### config.mk
export PLATFORM = sky130hd
export DESIGN_NAME = alu_seq
export DESIGN_NICKNAME = d
export VERILOG_FILES = /design/src/rtl/alu_defs.sv /design/src/rtl/alu_logic_comb.sv /design/src/rtl/alu_seq.sv
export SDC_FILE = /design/constraint.sdc
export NUM_CORES = 1
export LEC_CHECK = 0
export BUFFER_PORTS_ARGS = -buffer_cell sky130_fd_sc_hd__buf_2
export CAP_MARGIN = 20
export CORE_MARGIN = 2
export CORE_UTILIZATION = 58
export CTS_CLUSTER_SIZE = 8
export DETAILED_ROUTE_END_ITERATION = 16
export PLACE_DENSITY = 0.92
export SYNTH_ARGS = -nofsm -noshare
export SYNTH_HDL_FRONTEND = slang
export SYNTH_SLANG_ARGS = --single-unit
### constraint.sdc
create_clock -name CLK -period 2.9 [get_ports CLK]
set_input_delay 0.29 -clock CLK [delete_from_list [all_inputs] [get_ports CLK]]
set_output_delay 0.29 -clock CLK [all_outputs]
set_load 0.05 [all_outputs]
### src/rtl/alu_defs.sv
// rtl/alu_defs.sv - shared opcode and state definitions for the sequential ALU
//
// Purpose: SELECT opcode constants and FSM state encoding used by alu_seq
//          and alu_logic_comb.
// Ports:   none (package).

package alu_defs;

  localparam logic [2:0] OP_FWD = 3'b000;
  localparam logic [2:0] OP_ADD = 3'b001;
  localparam logic [2:0] OP_AND = 3'b010;
  localparam logic [2:0] OP_OR  = 3'b011;
  localparam logic [2:0] OP_MUL = 3'b100;
  localparam logic [2:0] OP_SUB = 3'b101;

  typedef enum logic [1:0] {
    ST_IDLE = 2'd0,
    ST_MUL  = 2'd1,
    ST_DONE = 2'd2
  } state_t;

endpackage

### src/rtl/alu_logic_comb.sv
// rtl/alu_logic_comb.sv - combinational FWD/ADD/AND/OR/SUB unit
//
// Purpose: single-cycle ALU operations, WIDTH-parametrised.
// Ports:
//   sel  in   3      opcode (alu_defs OP_*)
//   a    in   WIDTH  operand A
//   b    in   WIDTH  operand B
//   y    out  WIDTH  result; zero for MUL and reserved opcodes

module alu_logic_comb
  import alu_defs::*;
#(
  parameter int WIDTH = 8
) (
  input  logic [2:0]       sel,
  input  logic [WIDTH-1:0] a,
  input  logic [WIDTH-1:0] b,
  output logic [WIDTH-1:0] y
);

  // Add/subtract wrap silently modulo 2^WIDTH; no carry is exported.
  always_comb begin
    y = '0;
    case (sel)
      OP_FWD:  y = b;
      OP_ADD:  y = a + b;
      OP_AND:  y = a & b;
      OP_OR:   y = a | b;
      OP_SUB:  y = a - b;
      default: y = '0;
    endcase
  end

endmodule

### src/rtl/alu_seq.sv
// rtl/alu_seq.sv - registered ALU with iterative multiply and valid/ready handshakes
//
// Purpose: accepts one operation when idle, produces a registered RESULT/ZERO
//          one cycle later (single-cycle ops) or after WIDTH shift-add
//          iterations (MUL), and holds it until the consumer takes it.
// Ports:
//   CLK        in   1      rising-edge clock
//   RESET      in   1      asynchronous active-low reset
//   IN_VALID   in   1      operands and SELECT valid
//   IN_READY   out  1      high in IDLE
//   SELECT     in   3      opcode
//   DATA1      in   WIDTH  operand A
//   DATA2      in   WIDTH  operand B
//   OUT_VALID  out  1      high in DONE
//   OUT_READY  in   1      consumer takes the result (DONE only)
//   RESULT     out  WIDTH  registered result
//   ZERO       out  1      registered RESULT == 0
//   BUSY       out  1      high in MUL

module alu_seq
  import alu_defs::*;
#(
  parameter int WIDTH = 8
) (
  input  logic             CLK,
  input  logic             RESET,
  input  logic             IN_VALID,
  output logic             IN_READY,
  input  logic [2:0]       SELECT,
  input  logic [WIDTH-1:0] DATA1,
  input  logic [WIDTH-1:0] DATA2,
  output logic             OUT_VALID,
  input  logic             OUT_READY,
  output logic [WIDTH-1:0] RESULT,
  output logic             ZERO,
  output logic             BUSY
);

  localparam int CNT_W = $clog2(WIDTH + 1);

  state_t           state, next_state;
  logic [WIDTH-1:0] logic_y;
  logic [WIDTH-1:0] mcand, mplier, acc, acc_next;
  logic [CNT_W-1:0] cnt;
  logic             accept;
  logic             mul_last;

  alu_logic_comb #(.WIDTH(WIDTH)) u_logic (
    .sel (SELECT),
    .a   (DATA1),
    .b   (DATA2),
    .y   (logic_y)
  );

  // Partial product for the current iteration; truncation makes the product
  // identical for signed and unsigned operands.
  assign acc_next = acc + (mplier[0] ? mcand : '0);
  assign mul_last = (cnt == CNT_W'(WIDTH - 1));

  always_ff @(posedge CLK or negedge RESET) begin
    if (!RESET) state <= ST_IDLE;
    else        state <= next_state;
  end

  always_comb begin
    next_state = state;
    IN_READY   = 1'b0;
    OUT_VALID  = 1'b0;
    BUSY       = 1'b0;
    accept     = 1'b0;
    case (state)
      ST_IDLE: begin
        IN_READY = 1'b1;
        accept   = IN_VALID;
        if (IN_VALID) next_state = (SELECT == OP_MUL) ? ST_MUL : ST_DONE;
      end
      ST_MUL: begin
        BUSY = 1'b1;
        if (mul_last) next_state = ST_DONE;
      end
      ST_DONE: begin
        OUT_VALID = 1'b1;
        if (OUT_READY) next_state = ST_IDLE;
      end
      default: next_state = ST_IDLE;
    endcase
  end

  // Operands are captured only at accept, so later input changes are ignored.
  always_ff @(posedge CLK or negedge RESET) begin
    if (!RESET) begin
      RESULT <= '0;
      ZERO   <= 1'b0;
      mcand  <= '0;
      mplier <= '0;
      acc    <= '0;
      cnt    <= '0;
    end else begin
      case (state)
        ST_IDLE: begin
          if (accept) begin
            if (SELECT == OP_MUL) begin
              mcand  <= DATA1;
              mplier <= DATA2;
              acc    <= '0;
              cnt    <= '0;
            end else begin
              RESULT <= logic_y;
              ZERO   <= (logic_y == '0);
            end
          end
        end
        ST_MUL: begin
          acc    <= acc_next;
          mcand  <= mcand << 1;
          mplier <= mplier >> 1;
          cnt    <= cnt + CNT_W'(1);
          if (mul_last) begin
            RESULT <= acc_next;
            ZERO   <= (acc_next == '0);
          end
        end
        default: ;
      endcase
    end
  end

endmodule

# Yosys cells after proc, flatten, opt, wreduce, memory -nomap -nowiden
# Cells that the tools add are included.
[classes] add_sub_neg=4 n_eq_ne=14 muxes=31 bitwise_logic=2 reduce_logical=8
[ops] cell="two-way mux 8 bit" n=10
[ops] cell="case mux 8 bit (2 select lines)" n=4
[ops] cell="case mux 8 bit (5 select lines)" n=1
[ops] cell="adder 8 bit" n=2
[ops] cell="logical NOT 8 bit" n=2
[ops] cell="inequality test 2 bit, second input constant" n=6
[ops] cell="bitwise AND 8 bit" n=1
[ops] cell="two-way mux 2 bit" n=4
[ops] cell="two-way mux 4 bit" n=2
[ops] cell="OR 8 bit" n=1
[ops] cell="case mux 4 bit (2 select lines)" n=1
[ops] cell="subtractor 8 bit" n=1
[ops] cell="two-way mux 1 bit" n=7
[ops] cell="== test 3 x 2 -> 1 bit, second input constant" n=2
[ops] cell="== test 3 bit, second input constant" n=2
[ops] cell="case mux 2 bit (3 select lines)" n=1
[ops] cell="AND reduction 3 bit" n=2
[ops] cell="adder 4 x 1 -> 4 bit, second input constant" n=1
[ops] cell="== test 4 x 3 -> 1 bit, second input constant" n=1
[ops] cell="AND reduction 4 bit" n=1
[ops] cell="== test 3 x 1 -> 1 bit, second input constant" n=1
[ops] cell="logical NOT 3 bit" n=1
[ops] cell="== test 2 x 1 -> 1 bit, second input constant" n=1
[ops] cell="== test 2 bit, second input constant" n=1
[ops] cell="3 further kinds" n=3
[totals] register_bits=39 in_bits=23 out_inout_bits=12 elab_cells=66

# Depth between registers and ports, before layout
[logic_depth] ltp_word=6 mapped_depth=14 ltp_nobuf=13

# By module
# Synthesis repeated with hierarchy kept, for this count alone.
[hier_totals] cells_unflattened=328 area_unflattened_um2=2857.7
[modules_own_cells] module="alu_seq" instances=1 cells_each=230 area_each_um2=2154.6 seq_area_each_um2=975.9
[modules_own_cells] module="alu_logic_comb" instances=1 cells_each=98 area_each_um2=703.2 seq_area_each_um2=0.0

# Least setup slack after synthesis
# OpenSTA, ideal clock, no wires.
[synth_timing] kind="in2reg" startpoint="input port SELECT[0]" endpoint="register RESULT[7]" setup_time_ns=0.124 arrival_time_ns=2.424 required_ns=2.776 setup_slack_ns=0.352 path_stages=13 n_path_buf=1 cell_sequence="buf_6 and2b_2 nand2_1 o21ai_0 xor2_1 ha_1 nand2_1 a211oi_1 o41ai_1 xnor2_1 o32ai_1 and2_1 o31a_1"
[synth_between] elab_chain_cells=5 elab_cells_between_ends=12 cone_classes="6 x eq/ne; 4 x mux; 2 x reduce/logical"
[synth_lines] item="start, declared" line="alu_seq.sv:29" rtl="input logic [2:0] SELECT,"
[synth_lines] item="== test 3 bit (tied with other cells)" line="alu_logic_comb.sv:24" rtl="case (sel)"
[synth_lines] item="case mux 8 bit (5 select lines)" line="alu_logic_comb.sv:24"
[synth_lines] item="two-way mux 8 bit" line="alu_seq.sv:102" rtl="if (SELECT == OP_MUL) begin"
[synth_lines] item="two-way mux 8 bit" line="alu_seq.sv:101" rtl="if (accept) begin"
[synth_lines] item="case mux 8 bit (2 select lines)" line="alu_seq.sv:99" rtl="case (state)"
[synth_lines] item="end signal, assigned" line="alu_seq.sv:108" rtl="RESULT <= logic_y;"
[synth_lines] item="end signal, assigned" line="alu_seq.sv:119" rtl="RESULT <= acc_next;"
[synth_lines] item="end, declared" line="alu_seq.sv:34" rtl="output logic [WIDTH-1:0] RESULT,"
# Several ways; a longest one is shown, not always the timed one. The select of a mux whose other input is x is not followed.
# A chain may end at the register's enable or synchronous reset.

# Worst setup path after layout
[layout_timing] startpoint="register mplier[0]" endpoint="register RESULT[6]"
[layout_between] elab_chain_cells=4
[layout_lines] item="start, declared" line="alu_seq.sv:43" rtl="logic [WIDTH-1:0] mcand, mplier, acc, acc_next;"
[layout_lines] item="start signal, assigned" line="alu_seq.sv:116" rtl="mplier <= mplier >> 1;"
[layout_lines] item="two-way mux 8 bit" line="alu_seq.sv:57" rtl="assign acc_next = acc + (mplier[0] ? mcand : '0);"
[layout_lines] item="adder 8 bit" line="alu_seq.sv:57"
[layout_lines] item="two-way mux 8 bit" line="alu_seq.sv:118" rtl="if (mul_last) begin"
[layout_lines] item="case mux 8 bit (2 select lines)" line="alu_seq.sv:99"
# Every way passes these cells. The select of a mux whose other input is x is not followed.

==> qor.yml <==
status: "finished clean"
ctsLongestPathBuffers: 2
hold_viol_final: 0
ir_worst_vdd_v: 0.000367
totalPowerFinal_w: 0.00270
finalWorstPathRequiredPeriod_ns: 2.64
swShare_pct: 43.2
p_seq_share_pct: 36.4
dpl_cell_area_mm2: 0.00298
clkLatencyLatePin_ns: 0.30
drcViolationCount: 0
detail_route.wirelength_um: 6440
dr.first_iter.drc_count: 178
worst_hold_slack_ns: 0.0839
combPwrFrac_pct: 45.8
ios: 35
syn2layout_area_growth_pct: 11.9
clock_sink_count: 39
synth_seq_area_share_pct: 35.2
slew_headroom_pct: 44.0
crit_path_class: "reg2reg"
floorplan.die_area_mm2: 0.00535
synthesis.nets: 361
final_instance_count_excl_fillers: 405
design.core.area_mm2: 0.00466
clk_root_buffer_cell: "sky130_fd_sc_hd__clkbuf_8"
mappedNetlistArea_mm2: 0.00277
power_per_cell_area_mw_per_mm2: 872
cp.required_ns: 3.06
ant_nets: 0
setup_repair_after_global_routing_missed_its_margin: "no"
clk_pin_slew_ns: 0.09
slew_worst_pin_ns: 0.840
synth_largest_area_cell: "sky130_fd_sc_hd__dfrtp_1"
yosys.area.top_type_share_pct: 35.2
synthTopCellsByArea: "sky130_fd_sc_hd__dfrtp_1 35%, sky130_fd_sc_hd__ha_1 8.1%, sky130_fd_sc_hd__nand2_1 6.0%"
routed_wire_length_per_instance_um: 15.9
holdBufCountCts: 0
chipHeight_um: 73.1
vias_in_the_first_global_route: 2275
viasPerCell: 5.93
worstPathArrival_ns: 2.80
max_cap_viol_count: 0
num_vias: 2403
cts_post_setup_buffers_inserted: 0
numCtsBuffers: 5
setup.worst_path.start_class: "register"
mostFrequentLayoutCells: "44 x sky130_fd_sc_hd__nand2_1, 39 x sky130_fd_sc_hd__dfrtp_1, 34 x sky130_fd_sc_hd__buf_2, 28 x sky130_fd_sc_hd__o21ai_0, 27 x sky130_fd_sc_hd__nor2_1"
cells_after_synthesis: 318
yosys.cell_types.count: 45
cell_internal_pwr_w: 0.00154
ys.warnings.count: 0
largest_net_degree_at_the_start_of_global_routing: 40
synthesized_flop_and_latch_total: 39
global_route_wire_length_before_repair_um: 10800
layout_cell_share_with_drive_strength_beyond_1_pct: 16.8
std_cell_rows: 25
syn-mean-instance-area_um2: 8.72
mostFrequentLayoutCell: "sky130_fd_sc_hd__nand2_1"
die_width_um: 73.1
htreeDepth: 2
share_of_the_cycle_needed_by_the_critical_path_after_routing_pct: 91.1
number_of_i_o_port_buffers: 34
stdcell_area_mm2: 0.00310
fin_tns_setup_ns: 0
timing_max_transition_violations_final: 0
gpl.final_weighted_congestion: 1.00
diodes: 0
setup_viol: 0
maximum_clock_skew_at_final_layout_ns: 0.0101
holdCritPathClass: "in2async"
drtPass1Iterations: 5
switchingPower_w: 0.00117
nNetsFinal: 393
hpwlAfterDp_um: 5000
tritoncts: "done"
path_max_fanout: 9
leakage_nw: 1.59
grt_overflow: 0
cts.repair.resized: 0
clkPwrFrac_pct: 17.8
floorplan.initialDensity_pct: 59.5
achievable-frequency_mhz: 378
initial_antenna_violation_count: 0
dp_cells: 397
groute.usage.overall_pct: 26.2
endpoint_kind: "register"
==> per-stage QoR <==
step | worst slack, ns | utilization, %
CTS | 0.269 | 66.6
detailed placement | 0.0738 | 64.0
global route | 0.118 | 66.6
floorplan | 0.352 | -
global placement | 0.142 | 64.0
finish | 0.257 | 66.6
==> Yosys cell counts (all sizes together) <==
master and number:
a211oi 1, a21o 7, a21oi 20, a22o 4
a22oi 3, a31oi 3, and2 9, and2b 1
and3b 1, buf 8, clkbuf 7, dfrtp 39
fa 2, ha 18, inv 9, maj3 2
mux2 4, mux2i 15, nand2 44, nand2b 13
nand3 7, nand4b 2, nor2 27, nor2b 1
nor3 4, nor4 2, o21ai 31, o21bai 2
o22a 1, o22ai 2, o31a 1, o31ai 1
o32ai 2, o41ai 2, or2b 1, or3 1
or3b 1, xnor2 13, xor2 7
==> worst max-delay path: stages (launching register included) <==
cell and delay, ns:
sky130_fd_sc_hd__dfrtp_1 0.47, sky130_fd_sc_hd__and2_1 0.20, sky130_fd_sc_hd__ha_1 0.21, sky130_fd_sc_hd__fa_1 0.41, sky130_fd_sc_hd__a21o_1 0.18, sky130_fd_sc_hd__a21oi_1 0.26
sky130_fd_sc_hd__o21bai_1 0.11, sky130_fd_sc_hd__a21oi_1 0.18, sky130_fd_sc_hd__xor2_1 0.25, sky130_fd_sc_hd__mux2_2 0.21, sky130_fd_sc_hd__o21ai_1 0.05
==> worst paths after layout <==
kind / slack, ns / endpoint / start / cells after the start
worst max register to register: 0.26 / RESULT[6]$_DFFE_PN0P_ / mplier[0]$_DFFE_PN0P_ / 10
min in group CLK: 0.19 / state[1]$_DFFE_PN0P_ / OUT_READY / 2
worst min-delay path: 0.08 / cnt[0]$_DFFE_PN0P_ / RESET / 1
worst min register to register: 0.48 / RESULT[4]$_DFFE_PN0P_ / RESULT[4]$_DFFE_PN0P_ / 2
worst max-delay path: 0.26 / RESULT[6]$_DFFE_PN0P_ / mplier[0]$_DFFE_PN0P_ / 10
max in group asynchronous: 2.28 / mplier[5]$_DFFE_PN0P_ / RESET / 1
==> logic make-up after synthesis <==
group / after synthesis / synth area share (%)
simple gates: 114 / 19.5
buf+inv: 24 / 3.75
fa+ha+maj: 22 / 10.4
xor+xnor: 20 / 6.32
flops: 39 / 35.2
compound gates: 80 / 17.7
mux: 19 / 7.04
==> cell type report <==
| type | instances | area [um^2] |
|---|---|---|
| inverter | 9 | 33.8 |
| multi-input combinational | 255 | 1690 |
| clock buffer | 6 | 82.6 |
| tap | 54 | 67.6 |
| fill | 369 | 1560 |
| clock inverter | 2 | 35.0 |
| sequential | 39 | 976 |
| timing repair buffer | 40 | 215 |
==> power groups by stage <==
stage          logic (W)  registers (W)  clock network, W
3_5_place_dp     0.00123       0.000992                 0
6_report         0.00124       0.000983          0.000482
2_1_floorplan   0.000762        0.00114                 0
3_3_place_gp     0.00119       0.000974                 0
4_1_cts          0.00124       0.000979          0.000478
5_1_grt          0.00137        0.00102          0.000503
==> registers in the layout, indices dropped and copies added (netlist names) <==
signal,cells
cnt,4
mcand,8
RESULT,8
mplier,8
acc,8
ZERO,1
state,2
==> per-layer routing <==
layer	track usage, %	share of wire, %	vias to the layer above
met5	0	0	-
met4	10.5	2.9	0
met2	41.7	47	94
met1	36.2	45	1125
li1	-	-	1169
met3	3.31	5.3	15
Power figures use the tool's default switching activity.
